==> config.mk <==
export PLATFORM = sky130hd
export DESIGN_NAME = io_config_loader
export DESIGN_NICKNAME = d
export VERILOG_FILES = /design/src/rtl/io_config_loader.sv
export SDC_FILE = /design/constraint.sdc
export NUM_CORES = 1
export LEC_CHECK = 0
export ABC_AREA = 1
export BUFFER_PORTS_ARGS = -buffer_cell sky130_fd_sc_hd__buf_2
export CAP_MARGIN = 0
export CORE_MARGIN = 2
export CORE_UTILIZATION = 59
export DETAILED_ROUTE_END_ITERATION = 7
export GPL_ROUTABILITY_DRIVEN = 0
export PLACE_DENSITY = 0.79
export SLEW_MARGIN = 30
export SYNTH_ARGS = -nofsm -noshare
export SYNTH_HDL_FRONTEND = slang
export SYNTH_SLANG_ARGS = --single-unit
==> constraint.sdc <==
create_clock -name IOCLK -period 2.1 [get_ports IOCLK]
set_input_delay 0 -clock IOCLK [delete_from_list [all_inputs] [get_ports IOCLK]]
set_output_delay 0 -clock IOCLK [all_outputs]
set_load 0.03 [all_outputs]
==> src/rtl/io_config_loader.sv <==
// io_config_loader
// Writer side of the IO block configuration path. Receives a byte-serial
// frame (sync, one config byte per IO block, XOR checksum) over a
// valid/ready port, validates it, then shifts {TSMUX[1:0], DORREG} per pad
// into the IO ring daisy chain and issues a single load strobe.
//
// state | meaning
// ------+------------------------------------------------------------
// IDLE  | waiting for SYNC_BYTE, other bytes are dropped
// RECV  | collecting NUM_IO config bytes into the store
// CHK   | waiting for the checksum byte
// SHIFT | 3*NUM_IO cycles of serial data out to the chain, CFG_SEN=1
// LOAD  | one-cycle CFG_LOAD strobe, then back to IDLE with DONE=1
module io_config_loader #(
  parameter int         NUM_IO    = 4,
  parameter logic [7:0] SYNC_BYTE = 8'hA5
) (
  input  logic       IOCLK,
  input  logic       RST,
  input  logic [7:0] WR_DATA,
  input  logic       WR_VALID,
  output logic       WR_READY,
  output logic       CFG_SDO,
  output logic       CFG_SEN,
  output logic       CFG_LOAD,
  output logic       BUSY,
  output logic       DONE,
  output logic       ERR
);

  localparam int IW = (NUM_IO > 1) ? $clog2(NUM_IO) : 1;
  localparam int BW = $clog2(3 * NUM_IO);
  localparam logic [IW-1:0] LAST_IO  = IW'(NUM_IO - 1);
  localparam logic [BW-1:0] LAST_BIT = BW'(3 * NUM_IO - 1);

  typedef enum logic [2:0] {
    IDLE  = 3'd0,
    RECV  = 3'd1,
    CHK   = 3'd2,
    SHIFT = 3'd3,
    LOAD  = 3'd4
  } state_t;

  state_t        state;
  logic [IW-1:0] byte_cnt;
  logic [BW-1:0] bit_cnt;
  logic [IW-1:0] io_idx;
  logic [1:0]    bit_pos;
  logic [7:0]    csum;
  logic [2:0]    slot [NUM_IO];

  logic          accept;
  logic          rsvd_bad;
  logic [IW-1:0] nxt_io;
  logic [1:0]    nxt_pos;
  logic          nxt_bit;

  // Ready is a pure state decode, forced low while reset is held.
  assign WR_READY = ~RST & ((state == IDLE) | (state == RECV) | (state == CHK));
  assign BUSY     = (state != IDLE);
  assign accept   = WR_VALID & WR_READY;
  assign rsvd_bad = (WR_DATA[7:3] != 5'd0);

  // Next serial bit: walk TSMUX[1], TSMUX[0], DORREG within a pad, then step
  // down to the next lower pad. Index is clamped at 0 so it never leaves the store.
  always_comb begin
    nxt_io  = io_idx;
    nxt_pos = bit_pos + 2'd1;
    if (bit_pos == 2'd2) begin
      nxt_pos = 2'd0;
      if (io_idx != '0) nxt_io = io_idx - 1'b1;
    end
    nxt_bit = slot[nxt_io][2'd2 - nxt_pos];
  end

  // Config store: written only by clean RECV bytes; survives between frames.
  always_ff @(posedge IOCLK or posedge RST) begin
    if (RST) begin
      for (int i = 0; i < NUM_IO; i++) slot[i] <= 3'd0;
    end else if ((state == RECV) && accept && !rsvd_bad) begin
      slot[byte_cnt] <= WR_DATA[2:0];
    end
  end

  // Frame sequencer with registered chain-side outputs and status flags.
  always_ff @(posedge IOCLK or posedge RST) begin
    if (RST) begin
      state    <= IDLE;
      byte_cnt <= '0;
      bit_cnt  <= '0;
      io_idx   <= '0;
      bit_pos  <= 2'd0;
      csum     <= 8'd0;
      CFG_SDO  <= 1'b0;
      CFG_SEN  <= 1'b0;
      CFG_LOAD <= 1'b0;
      DONE     <= 1'b0;
      ERR      <= 1'b0;
    end else begin
      case (state)
        IDLE: begin
          if (accept && (WR_DATA == SYNC_BYTE)) begin
            DONE     <= 1'b0;
            ERR      <= 1'b0;
            byte_cnt <= '0;
            csum     <= 8'd0;
            state    <= RECV;
          end
        end

        RECV: begin
          if (accept) begin
            if (rsvd_bad) begin
              ERR   <= 1'b1;
              state <= IDLE;
            end else begin
              csum <= csum ^ WR_DATA;
              if (byte_cnt == LAST_IO) begin
                state <= CHK;
              end else begin
                byte_cnt <= byte_cnt + 1'b1;
              end
            end
          end
        end

        CHK: begin
          if (accept) begin
            if (WR_DATA == csum) begin
              // First bit is launched here so SHIFT starts with valid data.
              io_idx  <= LAST_IO;
              bit_pos <= 2'd0;
              bit_cnt <= '0;
              CFG_SDO <= slot[LAST_IO][2];
              CFG_SEN <= 1'b1;
              state   <= SHIFT;
            end else begin
              ERR   <= 1'b1;
              state <= IDLE;
            end
          end
        end

        SHIFT: begin
          if (bit_cnt == LAST_BIT) begin
            CFG_SEN  <= 1'b0;
            CFG_SDO  <= 1'b0;
            CFG_LOAD <= 1'b1;
            state    <= LOAD;
          end else begin
            bit_cnt <= bit_cnt + 1'b1;
            io_idx  <= nxt_io;
            bit_pos <= nxt_pos;
            CFG_SDO <= nxt_bit;
          end
        end

        LOAD: begin
          CFG_LOAD <= 1'b0;
          DONE     <= 1'b1;
          state    <= IDLE;
        end

        default: begin
          CFG_SEN  <= 1'b0;
          CFG_LOAD <= 1'b0;
          CFG_SDO  <= 1'b0;
          state    <= IDLE;
        end
      endcase
    end
  end

endmodule
# Word level (Yosys, flattened, before mapping)
# Index checks and enable logic that the tools add are counted.
[op_classes]
n_addsub = 5
n_lt_le_gt_ge = 4
eq_ne = 20
n_mux = 57
bitwise = 10
reduce_logical = 24
[op_table]
columns = ["op", "n"]
rows = [
  ["two-way mux 2 bit", 14],
  ["two-way mux 3 bit", 9],
  ["two-way mux 8 bit", 3],
  ["inequality test 2 bit, second input constant", 8],
  ["one-hot mux 8 bit (2 select lines)", 1],
  ["two-way mux 1 bit", 13],
  ["bitwise mux 12 bit", 1],
  ["two-way mux 4 bit", 3],
  ["one-hot mux 2 bit (2 select lines)", 3],
  ["one-hot mux 3 bit (4 select lines)", 1],
  ["AND reduction 4 bit", 3],
  ["AND reduction 5 bit", 2],
  ["one-hot mux 1 bit (3 select lines)", 3],
  ["== test 8 bit", 1],
  ["== test 8 bit, second input constant", 1],
  ["one-hot mux 4 bit (2 select lines)", 1],
  ["nonzero test 2 bit", 4],
  ["bitwise XOR 8 bit", 1],
  ["binary-select mux 3 bit (select 2 bit)", 1],
  ["demux 3 bit (select 2 bit)", 1],
  ["== test 3 x 2 -> 1 bit, second input constant", 2],
  ["greater-or-equal comparator 3 bit, second input constant", 2],
  ["NOT 2 -> 3 bit", 2],
  ["AND reduction 6 bit", 1],
  ["25 further kinds", 39],
]
[totals]
regBits = 38
input_bits = 11
output_inout_bits = 7
word_cells = 135

# Depth between registers and ports, before layout
# Gate-level depths: netlist of the first run.
[depth]
depth_word = 11
depth_mapped = 11
depth_no_buf = 11

# Worst setup path before layout of the first run
# OpenSTA, ideal clock, no wires.
[synth_timing]
kind = "in2reg"
from = "in RST"
to = "reg bit_cnt[0]"
arrival_ns = 1.682
t_required_ns = 1.983
slack_ns = 0.301
path_stages = 9
path_buffers = 1
cell_sequence = "inv_1 nand2_2 nor2_4 inv_2 nand2_2 nand4_2 buf_4 nor2_1 nor2_1"
[synth_via]
elab_chain_len = 5
[synth_rtl]
columns = ["item", "line", "rtl"]
rows = [
  ["start: declaration", "19", "input logic RST,"],
  ["NOT 1 bit", "59", "assign WR_READY = ~RST & ((state == IDLE) | (state == RECV) | (state == CHK));"],
  ["bitwise AND 1 bit", "59", ""],
  ["bitwise AND 1 bit", "61", "assign accept = WR_VALID & WR_READY;"],
  ["inequality test 2 bit (no line)", "-", ""],
  ["AND reduction 4 bit (no line)", "-", ""],
  ["end signal: assignment", "151", "bit_cnt <= bit_cnt + 1'b1;"],
  ["end: declaration", "46", "logic [BW-1:0] bit_cnt;"],
]
# Every way passes these cells.
# A chain may end at the register's enable or synchronous reset.

# Worst setup path after layout of the first run
[layout_timing]
from = "reg state[0]"
to = "reg state[0]"
[layout_via]
elab_chain_len = 8
elab_cells_between_ends = 16
[layout_rtl]
columns = ["item", "line", "rtl"]
rows = [
  ["start: declaration", "44", "state_t state;"],
  ["start signal: assignment", "88", "state <= IDLE;"],
  ["start signal: assignment", "107", "state <= RECV;"],
  ["start signal: assignment", "115", "state <= IDLE;"],
  ["== test 3 x 1 -> 1 bit / zero test 3 bit (equally long branches)", "59, 100", ""],
  ["OR 1 bit (2 in a row)", "59", ""],
  ["bitwise AND 1 bit", "59", ""],
  ["bitwise AND 1 bit", "61", ""],
  ["logical AND 1 bit", "102", "if (accept && (WR_DATA == SYNC_BYTE)) begin"],
  ["inequality test 2 x 1 -> 1 bit (no line)", "-", ""],
  ["AND reduction 5 bit (no line)", "-", ""],
]
# Several ways; a longest one is shown, not always the timed one.

==> results of run 1 <==
-- worst max path at each step --
stage | startpoint | to | slack (ns) | cells past startpoint
after floorplan | RST | bit_cnt[0] | 0.30 | 9
after global placement | state[0] | bit_cnt[0] | 0.45 | 8
after detailed placement | state[1] | slot[9] | 0.44 | 7
after CTS | state[0] | state[0] | 0.38 | 9
after global routing | csum[7] | bit_cnt[0] | 0.12 | 8
final | state[0] | state[0] | 0.37 | 9
-- metrics by stage --
step                util, %  instance area, um2  setup WS, ns
detailed placement     67.2                2290         0.438
finish                 70.8                2420         0.366
global placement       67.2                2290         0.454
floorplan                 -                2160         0.301
CTS                    70.8                2420         0.378
global route           70.8                2420         0.122
-- where the power goes --
group	total (mW)	internal (mW)	switching, mW	leakage (nW)
clock	0.508	0.250	0.259	0.0374
sequential	1.05	0.895	0.150	0.505
combinational	1.06	0.357	0.699	0.703
-- placed cells by master, fill, tap and decap left out, types with 2 or more instances in the layout --
cell,synthesis,routed
o21ai_1,20,20
clkinvlp_4,0,2
nand4_1,2,2
nand2_1,85,85
clkbuf_4,0,5
nor2_2,4,4
nor2_1,20,20
xnor2_1,4,4
nand3b_1,3,3
inv_2,9,9
dlygate4sd3_1,0,4
o21ai_0,15,15
ha_1,5,5
inv_1,25,25
nand2_2,3,3
buf_2,0,17
nor3_2,2,2
nand3_1,28,28
xor2_1,6,6
dfrtp_1,38,38
-- layout make-up --
class / instances / area (um2) / share of cell area (%)
Clock buffer: 5 / 37.5 / 1.55
Clock inverter: 3 / 45.0 / 1.86
Inverter: 34 / 128 / 5.28
Multi-Input combinational cell: 207 / 1070 / 44.1
Sequential cell: 38 / 951 / 39.3
Tap cell: 46 / 57.6 / 2.38
Timing Repair Buffer: 22 / 133 / 5.49
-- flip-flops by register name (all words and copies together) (netlist names) --
name and cells:
bit_cnt 4, state 3, slot 12, byte_cnt 2, DONE 1, ERR 1
CFG_LOAD 1, io_idx 2, CFG_SEN 1, csum 8, bit_pos 2, CFG_SDO 1
-- worst min-delay path, cell delays in order --
cell	delay, ns
buf_2	0.11
xor2_1	0.10
nand3_1	0.09
nand2_1	0.05
-- cell families after synthesis --
group,after synthesis,synth area share (%)
adders and majority gates,5,2.90
xor gates and xnor gates,10,4.06
AOI/OAI and AO/OA,38,9.56
buffers and inverters,36,6.60
DFF,38,44.0
and+or+nand+nor,154,32.9
-- routing by layer --
| layer | track usage, % | vias to the layer above | part of all wire, % |
|---|---|---|---|
| li1 | - | 957 | - |
| met1 | 31.1 | 857 | 47 |
| met2 | 42.3 | 35 | 48 |
| met3 | 3.82 | 4 | 3.3 |
| met4 | 9.04 | 0 | 1.3 |
| met5 | 0 | - | 0 |
==> impl_results.md, run 1 <==
* Status: completed
* Flops & latches, synth at 38
* CTS tree: yes
* # Max-Cap Violations at 0
* GRT Util Overall at 24.5%
* CP required at 2.39 ns
* Period utilization at 82.5%
* Core Footprint at 0.00342 mm2
* Hold Violations, Final at 0
* Setup TNS Final at 0 ns
* # diodes at 0
* Layout cells sized above 1 at 16.5%
* Yosys top cell area share at 44.0%
* Nature of the critical path endpoint: register
* Fmax at 577 MHz
* NumNets Final at 324
* Initial detailed-routing violation count at 134
* Reg2Reg Capture Point: state[0]
* Post-synthesis cell area at 0.00216 mm2
* Clk buf depth at 2
* Min Tclk post-route at 1.73 ns
* Clock latency on the worst-skew pair at 0.35 ns
* Port Buf Inserts at 17
* Avg WL per Cell at 12.5 um
* Most frequent cell after synthesis: nand2_1
* Top FF cell, synth: dfrtp_1
* Post-Syn Nets at 297
* Via count at 1,853
* Setup violations, final at 0
* Slew margin rel. at 68.3%
* Synth warnings at 0
* Die H at 64.5 um
* First-pass GRT wire length at 7.89 mm
* Post-synth ARST share at 100%
* CP max FO at 12
* Synth area leader: dfrtp_1
* Worst min path class: in -> reg
* Initial core utilization at 63.2%
* Total CTS buffers at 5
* Hold path cells at 4
* RSZ-0062 raised after global routing: false
* Row cnt at 21
* CP most frequent cell: nand2_1
* DP Wirelength at 3.28 mm
* Syn Inst Count at 281
* Resize count post-CTS at 0
* Cells after DPL at 343
* Buf/Inv on CP at 2
* I/O pins at 18
* Critical path type: reg -> reg
* Antenna-violating nets left at 0
* Peak supply drop at 0.764 mV
* Cts-stage hold buffer count at 4
* Crit-path leading delay family: simple AND/OR/NAND/NOR gates
* Pleak at 1.25 nW
* Arr. time, crit path at 2.03 ns
* Clk slew on worst S/H paths at 0.12 ns
* Pwr Total at 2.61 mW
* Pwr dens at 1080 mW/mm2
* Area growth syn-to-layout at 11.9%
* Crit start category: register
* Hold Slack at 0.0242 ns
* Vias in the first global route at 1,795
* Die area at 0.00416 mm2
* Max Transition Viols Final at 0
* Commonest cells in the synthesized netlist: 85 x nand2_1, 38 x dfrtp_1, 28 x nand3_1
* Crit-path max cell delay at 0.46 ns
* Root Buffer: clkbuf_4
* Clock net sink count at 38
* Final std cells w/o fill at 355
* Largest net degree at the start of global routing at 39
* Hold Path Origin: WR_DATA[4]
* Skew final at 0.00542 ns
* Hold EP: csum[4]
* Critical-path cell list: nor2_1 > inv_2 > nor2_2 > inv_2 > o21ai_4 > nand2_1 > nand2_1 > nand2_1 > nand2_1
* Slowest stage cell on the critical path: dfrtp_1
* Die W at 64.5 um
* Overall routed net length at 4.45 mm
* Gr ovfl total at 0
* Drt drc at 0
* Pre-Repair DR Iteration Count at 4
* Worst reg-to-reg setup slack at 0.37 ns
* Slew at the pin closest to its max-slew limit at 0.476 ns
* Cell variety after synth at 27
* Ranking of synthesized cells by area: dfrtp_1 44%, nand2_1 15%, nand3_1 6.5%
* # fillers at 298
* Syn_area_per_cell at 7.69 um2
* H-tree levels at 2
* Post-synth EDFFs at 0
* R2r startpoint: state[0]
* Initial antenna violation count at 0
* Avg Vias per Cell at 5.22
* Postcts setup bufs at 0
* Sequential element share of the synthesized area at 44.0%
* FF-to-FF path depth at 9
Note: power is estimated with default switching activity, not from simulation.
==> inputs of run 2 (changes only) <==
==> constraint.sdc (replaced) <==
create_clock -name IOCLK -period 1.75 [get_ports IOCLK]
set_input_delay 0 -clock IOCLK [delete_from_list [all_inputs] [get_ports IOCLK]]
set_output_delay 0 -clock IOCLK [all_outputs]
set_load 0.03 [all_outputs]
==> run 2 against run 1 <==
  * Sequential share of layout area decreased by 0.86 points
  * Clock power decreased by 4.7%
  * Worst setup slack got worse by 0.24 ns
  * Hold slack improved by 0.026 ns
  * First-iteration DRC count increased by 16%
  * Core utilization increased by 1.7 points
  * Via count increased by 3.2%
  * Critical path type unchanged
  * Power increased by 17%
  * Die area unchanged
==> impl_results.md, run 2 (synthesis results as in run 1) <==
* Initial detailed-routing violation count at 155 (+16%)
* NumNets Final at 329 (+1.5%)
* Largest net degree at the start of global routing at 39 (unchanged)
* Leading cell type in the layout, fill and taps excluded: nand2_1
* Period utilization at 92.9% (+10 points)
* Slew at the pin closest to its max-slew limit at 0.488 ns (+0.0122 ns)
* Min Tclk post-route at 1.63 ns (-0.108 ns)
* Avg WL per Cell at 13.1 um (+4.4%)
* Hold path cells at 3 (-1)
* Crit start category: register
* Number of flip-flops in the largest register at 12 (unchanged)
* Pwr dens at 1230 mW/mm2 (+14%)
* CP max FO at 8 (-4)
* Most frequent cells in the layout: 84 x nand2_1, 37 x dfrtp_1, 28 x nand3_1, 23 x inv_1, 20 x o21ai_1
* Logic pwr share at 42.6% (+2.1 points)
* Root Buffer: clkbuf_4
* Overall routed net length at 4.72 mm (+5.9%)
* Die H at 64.5 um (unchanged)
* Slew margin rel. at 67.5% (-0.82 points)
* Initial core utilization at 63.2% (unchanged)
* Vias in the first global route at 1,780 (-0.84%)
* Initial antenna violation count at 0 (unchanged)
* Clk buf depth at 2 (unchanged)
* Largest Register: slot
* Worst min path class: in -> reg
* Sequential power share at 41.5% (+1.5 points)
* Layout cells sized above 1 at 19.1% (+2.6 points)
* Internal Dissipation at 1.73 mW (+15%)
* Area growth syn-to-layout at 14.6%
* Clk pwr share at 15.9% (-3.6 points)
* CP required at 1.99 ns (-0.40 ns)
* DP Wirelength at 3.39 mm (+3.5%)
* Total CTS buffers at 5 (unchanged)
* GR Util met3 at 5.21% (+1.4 points)
* Met1 usage at 33.0% (+1.9 points)
* I/O pins at 18 (unchanged)
* Core Footprint at 0.00342 mm2 (unchanged)
* Reg area at 952 um2 (+0.13%)
* Pleak at 1.26 nW (+1.6%)
* Clock net sink count at 38 (unchanged)
* Pre-CTS WS at 0.118 ns (-0.320 ns)
* Grt peak-use layer: met2
* Gr ovfl total at 0 (unchanged)
* Pre-Repair DR Iteration Count at 4 (unchanged)
* Via count at 1,912 (+3.2%)
* Max Transition Viols Final at 0 (unchanged)
* # diodes at 0 (unchanged)
* Skew final at 0.00711 ns (+0.00170 ns)
* GR met2 Demand/Resource at 42.4% (+0.13 points)
* Largest regs: slot (12), csum (8), bit_cnt (4)
* Fmax at 615 MHz (+6.6%)
* Critical path type: reg -> reg
* Worst setup margin at 0.124 ns (-0.242 ns)
* Final core occ at 72.5% (+1.7 points)
* Psw at 1.31 mW (+19%)
* GRT Util Overall at 25.2% (+0.71 points)
* Drt drc at 0 (unchanged)
* Row cnt at 21 (unchanged)
* Clk slew on worst S/H paths at 0.11 ns (about the same)
* Peak supply drop at 0.590 mV (-23%)
* Die area at 0.00416 mm2 (unchanged)
* Setup violations, final at 0 (unchanged)
* Antenna-violating nets left at 0 (unchanged)
* # fillers at 272 (-8.7%)
* Port Buf Inserts at 17 (unchanged)
* Arr. time, crit path at 1.86 ns (-0.17 ns)
* Status: completed
* Area occupied by multi-input gates at 0.00110 mm2 (+3.3%)
* Nature of the critical path endpoint: register
* FF-to-FF path depth at 9 (unchanged)
* Avg Vias per Cell at 5.31 (+1.8%)
* Hold Violations, Final at 0 (unchanged)
* CTS tree: yes
* Clock latency on the worst-skew pair at 0.34 ns (about the same)
* Die W at 64.5 um (unchanged)
* Switching fraction of total power at 43.1% (+0.66 points)
* Pwr Total at 3.05 mW (+17%)
* H-tree levels at 2 (unchanged)
* First-pass GRT wire length at 8.12 mm (+2.9%)
* # Max-Cap Violations at 0 (unchanged)
## run 2: cell types whose count changed in the layout (fill, tap and decap cells not counted), sizes merged
cell	change
buf	+4
clkinv	+1
dlygate4sd3	+1
clkinvlp	-1
inv	-1
bufinv	-1
clkbuf	+2
## run 2: final cells by class
class | count | area share (%)
Clock inverter | 1 | 0.202
Inverter | 34 | 5.31
Clock buffer | 7 | 2.22
Timing Repair Buffer | 27 | 6.98
Sequential cell | 38 | 38.5
Multi-Input combinational cell | 207 | 44.5
Tap cell | 46 | 2.33
## run 2: routing by layer
metal  up-vias  part of all wire (%)
li1        962                     -
met1       904                    47
met2        39                    48
met3         7                   3.9
met4         0                   1.3
met5         -                     0
## run 2: metrics by stage
| step | setup TNS, ns | cell area [um2] | hold WS [ns] | std cells |
|---|---|---|---|---|
| detailed placement | 0 | 2320 | 0.231 | 346 |
| finish | 0 | 2470 | 0.0498 | 360 |
| global route | -0.0243 | 2470 | 0.0693 | 360 |
| CTS | 0 | 2430 | 0.0312 | 359 |
| global placement | 0 | 2320 | 0.226 | 346 |
| floorplan | 0 | 2160 | -0.0258 | 281 |
## run 2: critical path, stage by stage (launching register included)
cell and delay [ns]:
dfrtp_2 0.47, nor2_1 0.13, inv_2 0.06, nor2_2 0.12
inv_2 0.08, o21ai_4 0.32, nor2_8 0.09, buf_4 0.15
nand2_1 0.05, nand2_1 0.05
## run 2: power groups by stage
stage          sequential [mW]  combinational (mW)  clock, mW
2_1_floorplan             1.25               0.987          0
3_3_place_gp              1.26                1.24          0
3_5_place_dp              1.27                1.27          0
4_1_cts                   1.25                1.28      0.501
5_1_grt                   1.29                1.47      0.529
6_report                  1.26                1.30      0.484
## run 2: timing repair
action | in CTS | in global routing
hold endpoints to repair | 42 | 0
buffers inserted | 0 | 1
gates resized for setup | 0 | 9
endpoints found under the setup margin | 0 | 19
hold buffers | 5 | 0
## run 2: final timing paths
| path | from | end | slack [ns] |
|---|---|---|---|
| hold / removal | WR_DATA[1] | slot[1] | 0.05 |
| max in group asynchronous | RST | state[0] | 1.00 |
| setup / recovery | state[0] | csum[3] | 0.12 |
| setup reg to reg | state[0] | csum[3] | 0.12 |
| min in group asynchronous | RST | slot[11] | 0.39 |
| hold reg to reg | slot[10] | slot[10] | 0.49 |
